$ cat src/rtl/usb_rx_router.sv
// Host-to-peripheral demultiplexer: buffers FT601 read words in a small FIFO and
// strobes each one, in order, to the peripheral addressed by its top bits.
module usb_rx_router #(
    parameter int WIDTH           = 32,
    parameter int NUM_PERIPHERALS = 8,
    parameter int ADDR_WIDTH      = 3,
    parameter int DEPTH           = 4,
    parameter int SKID            = 2
) (
    input  logic                       clk,
    input  logic                       rst,
    input  logic [WIDTH-1:0]           in_data,
    input  logic                       in_valid,
    output logic                       in_ready,
    output logic [WIDTH-1:0]           out_data,
    output logic [NUM_PERIPHERALS-1:0] out_valid,
    input  logic [NUM_PERIPHERALS-1:0] periph_tx_almost_full,
    input  logic                       stat_clr,
    output logic [15:0]                stall_count,
    output logic                       overflow,
    output logic                       bad_addr,
    output logic                       idle
);
    localparam int PW = $clog2(DEPTH);
    localparam int CW = PW + 1;
    localparam int NA = 2 ** ADDR_WIDTH;
    localparam logic [ADDR_WIDTH:0]           NUM_P     = (ADDR_WIDTH + 1)'(NUM_PERIPHERALS);
    localparam logic [CW-1:0]                 DEPTH_C   = CW'(DEPTH);
    localparam logic [CW-1:0]                 READY_LIM = CW'(DEPTH - SKID);
    localparam logic [NUM_PERIPHERALS-1:0]    ONE_HOT0  = NUM_PERIPHERALS'(1'b1);

    logic [WIDTH-1:0]           mem_q [DEPTH];
    logic [PW-1:0]              wr_ptr_q, wr_ptr_d, rd_ptr_q, rd_ptr_d;
    logic [CW-1:0]              count_q, count_d;
    logic [WIDTH-1:0]           out_data_q, out_data_d;
    logic [NUM_PERIPHERALS-1:0] out_valid_q, out_valid_d;
    logic [15:0]                stall_q, stall_d;
    logic                       overflow_q, overflow_d;
    logic                       bad_addr_q, bad_addr_d;

    logic [WIDTH-1:0]      head_s;
    logic [ADDR_WIDTH-1:0] head_addr_s;
    logic [NA-1:0]         af_ext_s;
    logic                  has_head_s, bad_s, go_s, blocked_s, pop_s, push_s, drop_s;

    // Dispatch decision for the head word and push acceptance.
    always_comb begin
        head_s      = mem_q[rd_ptr_q];
        head_addr_s = head_s[WIDTH-1 -: ADDR_WIDTH];
        // Addresses beyond NUM_PERIPHERALS read as not-full; bad_s discards them first.
        af_ext_s    = NA'(periph_tx_almost_full);
        has_head_s  = (count_q != '0);
        bad_s       = has_head_s && ({1'b0, head_addr_s} >= NUM_P);
        go_s        = has_head_s && !bad_s && !af_ext_s[head_addr_s];
        blocked_s   = has_head_s && !bad_s && af_ext_s[head_addr_s];
        pop_s       = bad_s || go_s;
        push_s      = in_valid && ((count_q != DEPTH_C) || pop_s);
        drop_s      = in_valid && (count_q == DEPTH_C) && !pop_s;
    end

    // Next-state for pointers, occupancy, output register and status.
    always_comb begin
        wr_ptr_d = push_s ? wr_ptr_q + PW'(1) : wr_ptr_q;
        rd_ptr_d = pop_s  ? rd_ptr_q + PW'(1) : rd_ptr_q;
        case ({push_s, pop_s})
            2'b10:   count_d = count_q + CW'(1);
            2'b01:   count_d = count_q - CW'(1);
            default: count_d = count_q;
        endcase
        if (go_s) begin
            out_data_d  = head_s;
            out_valid_d = ONE_HOT0 << head_addr_s;
        end else begin
            out_data_d  = out_data_q;
            out_valid_d = '0;
        end
        // Set events take priority over stat_clr.
        if (blocked_s) begin
            stall_d = (stall_q == 16'hFFFF) ? stall_q : stall_q + 16'd1;
        end else if (stat_clr) begin
            stall_d = 16'd0;
        end else begin
            stall_d = stall_q;
        end
        if (drop_s) begin
            overflow_d = 1'b1;
        end else if (stat_clr) begin
            overflow_d = 1'b0;
        end else begin
            overflow_d = overflow_q;
        end
        if (bad_s) begin
            bad_addr_d = 1'b1;
        end else if (stat_clr) begin
            bad_addr_d = 1'b0;
        end else begin
            bad_addr_d = bad_addr_q;
        end
    end

    // FIFO storage; contents need no reset because count gates every read.
    always_ff @(posedge clk) begin
        if (push_s) begin
            mem_q[wr_ptr_q] <= in_data;
        end
    end

    // Control and status registers.
    always_ff @(posedge clk or posedge rst) begin
        if (rst) begin
            wr_ptr_q    <= '0;
            rd_ptr_q    <= '0;
            count_q     <= '0;
            out_data_q  <= '0;
            out_valid_q <= '0;
            stall_q     <= 16'd0;
            overflow_q  <= 1'b0;
            bad_addr_q  <= 1'b0;
        end else begin
            wr_ptr_q    <= wr_ptr_d;
            rd_ptr_q    <= rd_ptr_d;
            count_q     <= count_d;
            out_data_q  <= out_data_d;
            out_valid_q <= out_valid_d;
            stall_q     <= stall_d;
            overflow_q  <= overflow_d;
            bad_addr_q  <= bad_addr_d;
        end
    end

    assign in_ready    = ~rst & (count_q < READY_LIM);
    assign idle        = (count_q == '0) & (out_valid_q == '0);
    assign out_data    = out_data_q;
    assign out_valid   = out_valid_q;
    assign stall_count = stall_q;
    assign overflow    = overflow_q;
    assign bad_addr    = bad_addr_q;
endmodule

$ cat config.mk
export PLATFORM = sky130hd
export DESIGN_NAME = usb_rx_router
export DESIGN_NICKNAME = d
export VERILOG_FILES = /design/src/rtl/usb_rx_router.sv
export SDC_FILE = /design/constraint.sdc
export NUM_CORES = 1
export LEC_CHECK = 0
export BUFFER_PORTS_ARGS = -buffer_cell sky130_fd_sc_hd__buf_2
export CORE_MARGIN = 4
export CORE_UTILIZATION = 57
export DETAILED_ROUTE_END_ITERATION = 8
export PLACE_DENSITY = 0.79
export RECOVER_POWER = 25
export SETUP_SLACK_MARGIN = 0.15
export SYNTH_ARGS = -nofsm -noshare
export SYNTH_HDL_FRONTEND = slang
export SYNTH_SLANG_ARGS = --single-unit
$ cat constraint.sdc
create_clock -name clk -period 4.85 [get_ports clk]
set_input_delay 1.455 -clock clk [delete_from_list [all_inputs] [get_ports clk]]
set_output_delay 1.455 -clock clk [all_outputs]
set_load 0.005 [all_outputs]
Word-level counts from Yosys, hierarchy flattened
Memories as Yosys holds them, arrays and structs flattened.
Index checks and enable logic that the tools add are counted.
{ "totals": {"register_bits": 64, "mem_bits_rw": 128, "inputBits": 44, "out_inout_bits": 60, "wordCells": 51, "mem_count": 1} }
{ "classes": {"add_sub_neg": 5, "order_cmp": 2, "eq_ne": 6, "shift": 1, "muxes": 11, "bitwise": 3, "reduce_logical": 15} }
{ "mem_list": {"columns": ["name", "depth", "width", "read_ports", "rd_ports_with_merged_regs", "write_ports", "line_no", "source"], "rows": [
  ["mem_q", 4, 32, 1, 0, 1, "32", "logic [WIDTH-1:0] mem_q [DEPTH];"]
]} }
{ "ops": {"columns": ["op", "n"], "rows": [
  ["2-to-1 mux 16 bit", 3],
  ["adder 16 x 1 -> 16 bit (second input constant)", 1],
  ["== test 16 bit (second input constant)", 1],
  ["logical NOT 8 bit", 1],
  ["2-to-1 mux 8 bit", 1],
  ["left shift 1 x 3 -> 8 bit (first input constant)", 1],
  ["one-hot mux 3 bit (2 select lines)", 1],
  ["nonzero test 2 bit", 3],
  ["logical AND 1 bit", 5],
  ["2-to-1 mux 1 bit", 5],
  ["adder 2 x 1 -> 2 bit (second input constant)", 2],
  ["< comparator 3 x 4 -> 1 bit (second input constant)", 1],
  ["adder 3 x 1 -> 3 bit (second input constant)", 1],
  ["binary-select mux 1 bit (select 3 bit)", 1],
  ["== test 3 bit (second input constant)", 1],
  ["logical NOT 3 bit", 1],
  ["< comparator 3 x 2 -> 1 bit (second input constant)", 1],
  ["inequality test 3 bit (second input constant)", 1],
  ["nonzero test 3 bit", 1],
  ["subtractor 3 x 1 -> 3 bit (second input constant)", 1],
  ["bitwise AND 1 bit", 2],
  ["== test 2 x 1 -> 1 bit (second input constant)", 1],
  ["== test 2 bit (second input constant)", 1],
  ["logical NOT 1 bit", 2],
  ["other kinds (4)", 4]
]} }

Longest topological paths before layout
Gate-level depths: netlist of run 1.
An unclocked memory read counts as a cell.
{ "depth": {"word_depth": 9, "depth_mapped": 12, "mapped_depth_nobuf": 9} }

Least setup slack after synthesis of run 1
No wires, ideal clock.
{ "synth_path": {"path_kind": "in2reg", "startpoint": "input port periph_tx_almost_full[0]", "endpoint": "memory mem_q[0][0] (enable)", "arrival_time_ps": 3427, "slack_ps": 1031, "cell_stages": 6, "cell_sequence": "mux2_4 -> o221a_2 -> a211oi_1 -> or2_0 -> buf_2 -> and2_1"} }
{ "synth_between": {"elab_chain_cells": 8} }
{ "synth_lines": {"columns": ["item", "line_no", "source"], "rows": [
  ["from (decl)", "17", "input logic [NUM_PERIPHERALS-1:0] periph_tx_almost_full,"],
  ["binary-select mux 1 bit (select 3 bit)", "54", "go_s = has_head_s && !bad_s && !af_ext_s[head_addr_s];"],
  ["2-to-1 mux 1 bit (not written as such)", "54", null],
  ["logical NOT 1 bit", "54", null],
  ["logical AND 1 bit", "54", null],
  ["logical OR 1 bit", "57", "push_s = in_valid && ((count_q != DEPTH_C) || pop_s);"],
  ["logical AND 1 bit", "57", null],
  ["2-to-1 mux 1 bit", "103", "if (push_s) begin"],
  ["2-to-1 mux 1 bit (not written as such)", "104", "mem_q[wr_ptr_q] <= in_data;"],
  ["to (decl)", "32", null]
]} }
Every way passes these cells. The select of a mux whose other input is x is not followed.

Final worst setup path of run 1
{ "layout_path": {"startpoint": "register rd_ptr_q[0]", "endpoint": "memory mem_q[2][9] (enable)"} }
{ "layout_between": {"elab_chain_cells": 9} }
{ "layout_lines": {"columns": ["item", "line_no", "source"], "rows": [
  ["from (decl)", "33", "logic [PW-1:0] wr_ptr_q, wr_ptr_d, rd_ptr_q, rd_ptr_d;"],
  ["from (signal assigned)", "121", "rd_ptr_q <= rd_ptr_d;"],
  ["memory (4 x 32 bit)", null, null],
  ["binary-select mux 1 bit (select 3 bit)", "54", null],
  ["2-to-1 mux 1 bit (not written as such)", "54", null],
  ["logical NOT 1 bit", "54", null],
  ["logical AND 1 bit", "54", null],
  ["logical OR 1 bit", "57", null],
  ["logical AND 1 bit", "57", null],
  ["2-to-1 mux 1 bit", "103", null],
  ["2-to-1 mux 1 bit (not written as such)", "104", null]
]} }
Every way passes these cells. The select of a mux whose other input is x is not followed.

==> results of run 1 <==
-- cell usage in the layout (no fill, tap or decap), drive strengths merged, types with 8 or more instances in the layout --
cell,instances
edfxtp,128
nand2,13
and3,9
nand4,8
nor2,12
nand3,9
clkbuf,53
mux4,33
buf,82
inv,14
nand2b,11
dfrtp,64
mux2,36
-- worst max path at each step --
stage	slack (ns)	cells past startpoint	endpoint
floorplan	1.03	6	mem_q[0][0]$_DFFE_PP_
global placement	0.87	7	mem_q[1][4]$_DFFE_PP_
detailed placement	0.82	7	mem_q[2][26]$_DFFE_PP_
CTS	0.86	7	mem_q[2][21]$_DFFE_PP_
global route	0.61	7	mem_q[2][21]$_DFFE_PP_
finish	0.91	7	mem_q[2][9]$_DFFE_PP_
-- cell type report --
type	instances	area share, %
clock buffers	23	5.17
clock inverters	9	1.73
inverters	14	0.580
multi-input cells	215	23.9
flip-flops and latches	192	60.2
well taps	176	2.43
repair buffers	112	6.05
-- registers in the layout, summed over array words and instances, names as in the netlist --
| name | count |
|---|---|
| count_q | 3 |
| mem_q | 128 |
| out_data | 32 |
| out_valid | 8 |
| overflow | 1 |
| rd_ptr_q | 2 |
| stall_count | 16 |
| wr_ptr_q | 2 |
-- cell families (layout without fill, tap and decap cells) --
family | after synthesis | after routing | synth area share [%]
AO/OA/AOI/OAI | 44 | 44 | 4.58
XOR/XNOR | 4 | 4 | 0.451
buffers and inverters | 32 | 158 | 2.11
adder cells (fa/ha/maj) | 6 | 6 | 1.06
multiplexers | 76 | 76 | 15.7
flip-flops | 192 | 192 | 70.1
AND/OR/NAND/NOR | 84 | 84 | 5.90
other | 1 | 1 | 0.0483
-- power groups by stage --
stage / sequential (mW) / combinational, mW / clock, mW
after floorplan: 2.57 / 1.83 / 0
after global placement: 2.59 / 2.35 / 0
after detailed placement: 2.62 / 2.42 / 0
after CTS: 2.59 / 2.44 / 1.48
after global routing: 2.65 / 2.62 / 1.55
final: 2.59 / 2.40 / 1.46
-- worst max-delay path, stage by stage, from the launching register on --
cell and delay (ns):
dfrtp_2 0.54, buf_4 0.53, mux4_2 0.64, o221a_2 0.32, a211oi_1 0.39, or2_0 0.37, and2_2 0.59, buf_4 0.26
-- metrics by stage --
step                      area, sq um  hold WS (ns)  power [mW]  setup WS, ns  utilization [%]
after floorplan                  7770         0.471        4.39          1.03                -
after global placement           8470         0.458        4.94         0.872             63.7
after detailed placement         8470         0.463        5.04         0.819             63.7
after CTS                        9090         0.481        6.52         0.857             68.4
after global routing             9050         0.509        6.82         0.613             68.1
final                            9050         0.479        6.45         0.912             68.1
-- routing by layer --
| layer | track usage [%] | wire length, um | share of wire [%] | vias to the layer above |
|---|---|---|---|---|
| met3 | 4.72 | 920 | 6.3 | 20 |
| li1 | - | - | - | 1964 |
| met4 | 6.77 | 227 | 1.6 | 0 |
| met5 | 0 | 0 | 0 | - |
| met1 | 26.0 | 5990 | 41 | 2234 |
| met2 | 32.3 | 7440 | 51 | 166 |
==> flow_summary.yaml, run 1 <==
clock_network:
  cts_buffers: 17
  post_cts_resized: 0
  cts_max_path_buffers: 2
  clk_latency_ns: 0.43
  postCtsSetupBuffers: 0
  cts.hold.buffers_added: 0
  cts-root-buf: "clkbuf_16"
  htreeDepth: 4
  cts_tree: "yes"
  path_clk_slew_ns: 0.07
  cts.sink_count: 192
yosys:
  synth-edff-count: 128
  yosysSeqAreaShare_pct: 70.1
  yosys_warnings: 0
  synth_area_leaders: "edfxtp_1, dfrtp_1, mux4_2"
  yosys.cell_types.count: 53
  synth_most_common_cell: "edfxtp_1"
  netlist.area_leader.share_pct: 49.5
  synth_nets: 489
  ys_async_sr_fraction_pct: 33.3
  synth_top_area_cell: "edfxtp_1"
  synth_common_cells: "edfxtp_1, dfrtp_1, mux2_2, mux4_2, inv_1"
  synth_area_sq_um: 7770
  synth-main-ff-cell: "edfxtp_1"
  syn_avg_cell_area_sq_um: 17.7
  synth_cells: 439
  synth_seq_cells: 192
power_and_ir_drop:
  p_clk_share_pct: 22.6
  seqPwrFrac_pct: 40.1
  comb_power_share_pct: 37.3
  powerDensity_nw_per_um2: 712
  power_switching_mw: 2.06
  p_leak_nw: 3.44
  p_int_mw: 4.39
  ir_drop_v: 0.000403
  p_sw_share_pct: 31.9
worst_hold_path:
  holdPathEnd: "out_data[31]$_DFFE_PP0P_"
  hold_path_depth: 2
  holdCritStartpoint: "out_data[31]$_DFFE_PP0P_"
  hp-class: "flip-flop to flip-flop"
worst_setup_path:
  crit_fanout: 29
  critPathRequiredTime_ns: 4.99
  timing.rr.end: "mem_q[2][9]$_DFFE_PP_"
  regToRegStartpoint: "rd_ptr_q[0]$_DFFE_PP0P_"
  cp-start-kind: "flip-flop"
  endpoint_kind: "flip-flop"
  cp-startpoint: "rd_ptr_q[0]$_DFFE_PP0P_"
  r2r.worst_path.cells: 7
  crit_arrival_ns: 4.08
  r2r_setup_slack_ns: 0.91
  path_class: "flip-flop to flip-flop"
grt:
  antenna_found_initial: 0
  grt-ovfl-total: 0
  grt_first_pass_wirelength_mm: 23.9
  grt_util_all_layers_pct: 19.7
  grt_max_degree: 46
  grt_pass1_vias: 4533
die:
  start_util_pct: 58.4
  die_w_um: 125
  rows: 42
  core_area_sq_um: 13300
  dieArea_sq_um: 15600
  ios: 104
  die_h_um: 125
timing:
  clock.fmax_ghz: 0.254
  timing.setup.tns_ns: 0
  relSlewSlack_pct: 19.1
  tightest_slew_ns: 1.21
  setup_viol: 0
  finalHoldViolCount: 0
  drv_slew: 0
  grt_setup_unrepaired: "no"
  min_period_over_period_pct: 81.2
  layout_min_cycle_time_ns: 3.94
  skew_ns: 0.0160
detailed_routing:
  post_drt_wl_per_cell_um: 19.7
  dr.pass1.iters: 5
  drt_iter0_markers: 321
  drc: 0
  dr_total_vias: 4384
  ant_nets: 0
  viasPerCell: 5.92
  postRouteWirelength_mm: 14.6
finish:
  area_growth_pct: 16.6
  final-seq-area_sq_um: 5450
  fin_nets: 602
  multi_input_area_sq_um: 2160
  fin_cells: 741
  nFillCells: 890
  final_layout_size_suffix_gt1_share_pct: 33.8
  num_antenna_cells: 0
placement:
  placed_cells: 709
  io_buffers: 102
  hpwl_mm: 9.61
  place_congestion: 0.796
flow_run:
  cap_violations: 0
status:
  status: "completed"
Note: power is estimated with default switching activity, not from simulation.
==> run 2, diff against run 1 <==
--- a/config.mk
+++ b/config.mk
@@ -7,9 +7,9 @@
 export LEC_CHECK = 0
 export BUFFER_PORTS_ARGS = -buffer_cell sky130_fd_sc_hd__buf_2
 export CORE_MARGIN = 4
-export CORE_UTILIZATION = 57
+export CORE_UTILIZATION = 52
 export DETAILED_ROUTE_END_ITERATION = 8
-export PLACE_DENSITY = 0.79
+export PLACE_DENSITY = 0.76
 export RECOVER_POWER = 25
 export SETUP_SLACK_MARGIN = 0.15
 export SYNTH_ARGS = -nofsm -noshare
==> constraint.sdc (replaced) <==
create_clock -name clk -period 3.2 [get_ports clk]
set_input_delay 0.96 -clock clk [delete_from_list [all_inputs] [get_ports clk]]
set_output_delay 0.96 -clock clk [all_outputs]
set_load 0.005 [all_outputs]
==> run 2 against run 1 <==
Effect of this change:
- non-clock buffer count grew 14
- maximum frequency grew 34%
- sequential cell count is the same
- die area grew 9.0%
- worst hold slack gained 0.0021 ns
==> flow_summary.yaml, run 2 (synthesis gave the netlist of run 1 again) <==
detailed_routing:
  viasPerCell: 5.74
  post_drt_wl_per_cell_um: 19.5
  drt_iter0_markers: 207
  dr_total_vias: 4378
  drc: 0
  ant_nets: 0
  dr.pass1.iters: 5
  postRouteWirelength_mm: 14.9
finish:
  mostFrequentLayoutCells: "edfxtp_1, buf_2, dfrtp_1"
  area_growth_pct: 19.1
  nFillCells: 1051
  largest_reg_flops: 128
  final_layout_size_suffix_gt1_share_pct: 35.9
  layout_commonest_cell: "edfxtp_1"
  largest-register: "mem_q"
  fin_nets: 616
  num_antenna_cells: 0
  design_area_sq_um: 9250
clock_network:
  cts_max_path_buffers: 2
  clk_latency_ns: 0.42
  cts-root-buf: "clkbuf_16"
  cts_tree: "yes"
  htreeDepth: 4
  path_clk_slew_ns: 0.06
  cts.sink_count: 192
  cts_buffers: 17
placement:
  io_buffers: 102
  hpwl_mm: 9.96
  placed_area_sq_um: 8690
  place_congestion: 0.835
power_and_ir_drop:
  p_int_mw: 6.75
  power_switching_mw: 3.18
  p_clk_share_pct: 20.6
  p_leak_nw: 3.54
  seqPwrFrac_pct: 39.3
  p_sw_share_pct: 32.0
  comb_power_share_pct: 40.1
  powerDensity_nw_per_um2: 1070
  ir_drop_v: 0.000626
  p_total_mw: 9.93
die:
  start_util_pct: 53.2
  rows: 44
  ios: 104
  dieArea_sq_um: 17000
  core_area_sq_um: 14600
  die_h_um: 130
  die_w_um: 130
worst_setup_path:
  endpoint_kind: "flip-flop"
  critPathRequiredTime_ns: 3.53
  path_class: "flip-flop to flip-flop"
  crit_fanout: 4
  crit_arrival_ns: 3.27
  cp-start-kind: "flip-flop"
status:
  status: "completed"
timing:
  drv_slew: 0
  relSlewSlack_pct: 55.2
  grt_setup_unrepaired: "no"
  skew_ns: 0.00864
  clock.fmax_ghz: 0.341
  min_period_over_period_pct: 91.7
  tightest_slew_ns: 0.665
  finalHoldViolCount: 0
  setup_viol: 0
  layout_min_cycle_time_ns: 2.94
worst_hold_path:
  hp-class: "flip-flop to flip-flop"
grt:
  grt_util_all_layers_pct: 18.7
  grt-ovfl-total: 0
  grt_pass1_vias: 4586
  grt_first_pass_wirelength_mm: 24.0
  grt_max_degree: 34
  antenna_found_initial: 0
flow_run:
  cap_violations: 0
run 2: cell types whose count changed in the layout (fill, tap and decap cells not counted), moves of 2 or more:
cell        previous run  this run
buf_12                 0         7
buf_4                 10        17
and2_2                 4         0
and2_4                 0         4
bufinv_16              4         1
clkinvlp_4             3         0
clkinv_4               1         3
run 2: power by group through the flow:
stage | combinational (mW) | sequential [mW] | clock (mW)
3_3_place_gp | 3.92 | 3.91 | 0
5_1_grt | 4.38 | 3.99 | 2.19
3_5_place_dp | 4.01 | 3.95 | 0
4_1_cts | 4.03 | 3.92 | 2.08
6_report | 3.98 | 3.90 | 2.04
2_1_floorplan | 2.83 | 3.87 | 0
run 2: worst max-delay path, stage by stage, from the launching register on:
cell and delay (ns):
dfrtp_2 0.38, mux4_2 0.57, mux2_4 0.34, o221a_4 0.29, a211oi_4 0.27, nand2_4 0.08, fa_2 0.36, nand2b_4 0.16
or3_1 0.32, o211ai_1 0.09
run 2: worst paths after layout:
path,slack (ns),startpoint,cells past startpoint,endpoint
max in group asynchronous,1.92,rst,3,rd_ptr_q[0]$_DFFE_PP0P_
min,0.48,out_data[31]$_DFFE_PP0P_,2,out_data[31]$_DFFE_PP0P_
min reg2reg,0.48,out_data[31]$_DFFE_PP0P_,2,out_data[31]$_DFFE_PP0P_
max,0.26,rd_ptr_q[0]$_DFFE_PP0P_,9,count_q[2]$_DFFE_PP0P_
min in group asynchronous,0.55,rst,2,stall_count[10]$_DFFE_PP0P_
max reg2reg,0.26,rd_ptr_q[0]$_DFFE_PP0P_,9,count_q[2]$_DFFE_PP0P_
run 2: cell type report:
cell class	count	area [sq um]	area share, %
flip-flops and latches	192	5450	58.9
multi-input cells	215	2200	23.8
repair buffers	126	739	7.99
clock buffers	24	503	5.44
well taps	184	230	2.49
clock inverters	8	78.8	0.852
inverters	14	52.6	0.568
run 2: per-stage QoR:
| step | hold WS, ns | utilization (%) | cells | setup slack (ns) | setup TNS (ns) |
|---|---|---|---|---|---|
| 6_report | 0.482 | 63.4 | 763 | 0.264 | 0 |
| 5_1_grt | 0.506 | 63.4 | 763 | 0.177 | 0 |
| 4_1_cts | 0.487 | 63.6 | 762 | 0.179 | 0 |
| 3_5_place_dp | 0.472 | 59.6 | 730 | 0.170 | 0 |
| 3_3_place_gp | 0.465 | 59.6 | 730 | 0.179 | 0 |
| 2_1_floorplan | 0.471 | - | 439 | -0.0479 | -0.0674 |
run 2: repair_timing:
action | CTS | global route
hold buffers | 0 | 0
resized for setup | 0 | 3
endpoints found under the setup margin | 0 | 139
hold endpoints to repair | 0 | 0
setup buffers | 0 | 1
run 2: per-layer routing:
| metal | vias to the layer above | global-route usage, % | part of all wire [%] |
|---|---|---|---|
| li1 | 2002 | - | - |
| met1 | 2225 | 24.5 | 42 |
| met2 | 141 | 31.4 | 51 |
| met3 | 10 | 4.87 | 6.3 |
| met4 | 0 | 5.20 | 0.91 |
| met5 | - | 0 | 0 |
==> run 3, diff against run 2 <==
--- a/config.mk
+++ b/config.mk
@@ -7,9 +7,9 @@
 export LEC_CHECK = 0
 export BUFFER_PORTS_ARGS = -buffer_cell sky130_fd_sc_hd__buf_2
 export CORE_MARGIN = 4
-export CORE_UTILIZATION = 52
+export CORE_UTILIZATION = 60
 export DETAILED_ROUTE_END_ITERATION = 8
-export PLACE_DENSITY = 0.76
+export PLACE_DENSITY = 0.83
 export RECOVER_POWER = 25
 export SETUP_SLACK_MARGIN = 0.15
 export SYNTH_ARGS = -nofsm -noshare
==> constraint.sdc (replaced) <==
create_clock -name clk -period 3.8 [get_ports clk]
set_input_delay 1.14 -clock clk [delete_from_list [all_inputs] [get_ports clk]]
set_output_delay 1.14 -clock clk [all_outputs]
set_load 0.005 [all_outputs]
==> run 3 against run 2 <==
Effect of this change:
- first-iteration DRC count grew 100%
- via count grew 1.8%
- largest power group is now sequential cells
- clock skew grew 0.00087 ns
- critical path depth shrank 2
- die area shrank 13%
- wire length grew 4.2%
==> flow_summary.yaml, run 3 (synthesis gave the netlist of run 1 again) <==
status:
  status: "completed"
worst_hold_path:
  holdPathEnd: "out_data[31]$_DFFE_PP0P_"
  holdCritStartpoint: "out_data[31]$_DFFE_PP0P_"
  hp-class: "flip-flop to flip-flop"
  hold_path_depth: 2
detailed_routing:
  drc: 0
  drt_iter0_markers: 419
  dr.pass1.iters: 5
  viasPerCell: 6.02
  ant_nets: 0
  postRouteWirelength_mm: 15.5
  post_drt_wl_per_cell_um: 21.0
  dr_total_vias: 4457
grt:
  grt-ovfl-total: 0
  grt_first_pass_wirelength_mm: 24.7
  grt_util_all_layers_pct: 22.2
  antenna_found_initial: 0
  grt_pass1_vias: 4616
  grt_max_degree: 65
power_and_ir_drop:
  power_switching_mw: 2.75
  seqPwrFrac_pct: 38.7
  comb_power_share_pct: 37.6
  p_leak_nw: 3.53
  p_clk_share_pct: 23.8
  ir_drop_v: 0.000655
  p_sw_share_pct: 32.0
  p_int_mw: 5.83
  powerDensity_nw_per_um2: 931
placement:
  hpwl_mm: 10.1
  place_ws_ns: 0.292
  place_congestion: 0.830
  io_buffers: 102
finish:
  final_layout_size_suffix_gt1_share_pct: 35.2
  mostFrequentLayoutCells: "edfxtp_1, buf_2, dfrtp_1"
  largest-register: "mem_q"
  layout_commonest_cell: "edfxtp_1"
  area_growth_pct: 18.6
  largest_reg_flops: 128
  fin_nets: 605
  num_antenna_cells: 0
worst_setup_path:
  regToRegStartpoint: "rd_ptr_q[0]$_DFFE_PP0P_"
  worst_path_dominant_cell_family: "multiplexers"
  cp-startpoint: "rd_ptr_q[0]$_DFFE_PP0P_"
  crit_buf_inv: 1
  endpoint_kind: "flip-flop"
  r2r_setup_slack_ns: 0.35
  cp-start-kind: "flip-flop"
  cpPeakStageDelay_ns: 0.65
  r2r.worst_path.cells: 7
  timing.rr.end: "mem_q[2][30]$_DFFE_PP_"
  crit_arrival_ns: 3.58
  crit_fanout: 19
  path_class: "flip-flop to flip-flop"
  path_cells: "mux4_2, mux2_4, o221a_2, a211oi_1, or2_0, and2_2, buf_12"
  slowest_stage: "mux4_2"
  critPathRequiredTime_ns: 3.93
timing:
  finalHoldViolCount: 0
  layout_min_cycle_time_ns: 3.45
  grt_setup_unrepaired: "no"
  timing.setup.tns_ns: 0
  tightest_slew_ns: 0.946
  setup_ws_ns: 0.349
  min_period_over_period_pct: 90.8
  hold_ws_ns: 0.497
  clock.fmax_ghz: 0.290
  drv_slew: 0
  setup_viol: 0
  relSlewSlack_pct: 37.0
  skew_ns: 0.00951
clock_network:
  clk_latency_ns: 0.43
  cts_buffers: 17
  path_clk_slew_ns: 0.07
  cts_tree: "yes"
  cts.sink_count: 192
  cts_max_path_buffers: 2
  cts-root-buf: "clkbuf_16"
  htreeDepth: 4
  cts.hold.buffers_added: 0
die:
  die_h_um: 122
  dieArea_sq_um: 14800
  die_w_um: 122
  rows: 41
  core_area_sq_um: 12700
  ios: 104
  start_util_pct: 61.3
flow_run:
  cap_violations: 0
## run 3: cell types whose count changed in the layout (fill, tap and decap cells not counted), sizes merged
| cell | previous run | this run |
|---|---|---|
| buf | 95 | 87 |
| clkbuf | 55 | 48 |
| bufinv | 1 | 6 |
| clkinv | 6 | 3 |
| inv | 15 | 17 |
## run 3: worst max-delay path by stage
| stage | endpoint | slack, ns | depth (start not counted) |
|---|---|---|---|
| floorplan | mem_q[0][0]$_DFFE_PP_ | 0.29 | 9 |
| global placement | mem_q[2][16]$_DFFE_PP_ | 0.34 | 7 |
| detailed placement | mem_q[1][18]$_DFFE_PP_ | 0.29 | 7 |
| CTS | mem_q[1][26]$_DFFE_PP_ | 0.32 | 7 |
| global route | mem_q[3][17]$_DFFE_PP_ | 0.16 | 7 |
| finish | mem_q[2][30]$_DFFE_PP_ | 0.35 | 7 |
## run 3: routing by layer
metal / GRT usage, % / wire length [um] / vias up
li1: - / - / 1970
met1: 28.9 / 6150 / 2283
met2: 37.2 / 8070 / 183
met3: 6.08 / 1050 / 21
met4: 6.86 / 245 / 0
met5: 0 / 0 / -
## run 3: timing repair
action	4_1_cts	5_1_grt
endpoints found under the hold margin	0	0
resized for setup	0	1
setup endpoints to repair	0	1
buffers inserted	0	0
## run 3: tightest hold or removal path, stage by stage, from the launching register on
cell and delay (ns):
dfrtp_1 0.35, nand2_1 0.05, nand2_1 0.06
## run 3: power groups by stage
stage                     combinational, mW  sequential, mW  clock (mW)
after global routing                   3.51            3.38        2.16
after CTS                              3.25            3.32        2.06
final                                  3.22            3.32        2.04
after floorplan                        2.33            3.27           0
after global placement                 3.09            3.30           0
after detailed placement               3.21            3.35           0
## run 3: final cells by class
| type | count | area (sq um) |
|---|---|---|
| sequential | 192 | 5450 |
| fill | 792 | 3460 |
| multi-input combinational | 215 | 2170 |
| timing repair buffer | 115 | 636 |
| clock buffer | 20 | 467 |
| clock inverter | 12 | 224 |
| tap | 172 | 215 |
| inverter | 14 | 52.6 |
## run 3: per-stage QoR
stage / power (mW) / util (%) / area (sq um) / std cells
after floorplan: 5.61 / - / 7770 / 439
after global placement: 6.39 / 67.5 / 8550 / 708
after detailed placement: 6.56 / 67.5 / 8550 / 708
after CTS: 8.63 / 72.9 / 9240 / 740
after global routing: 9.05 / 72.7 / 9210 / 740
final: 8.58 / 72.7 / 9210 / 740
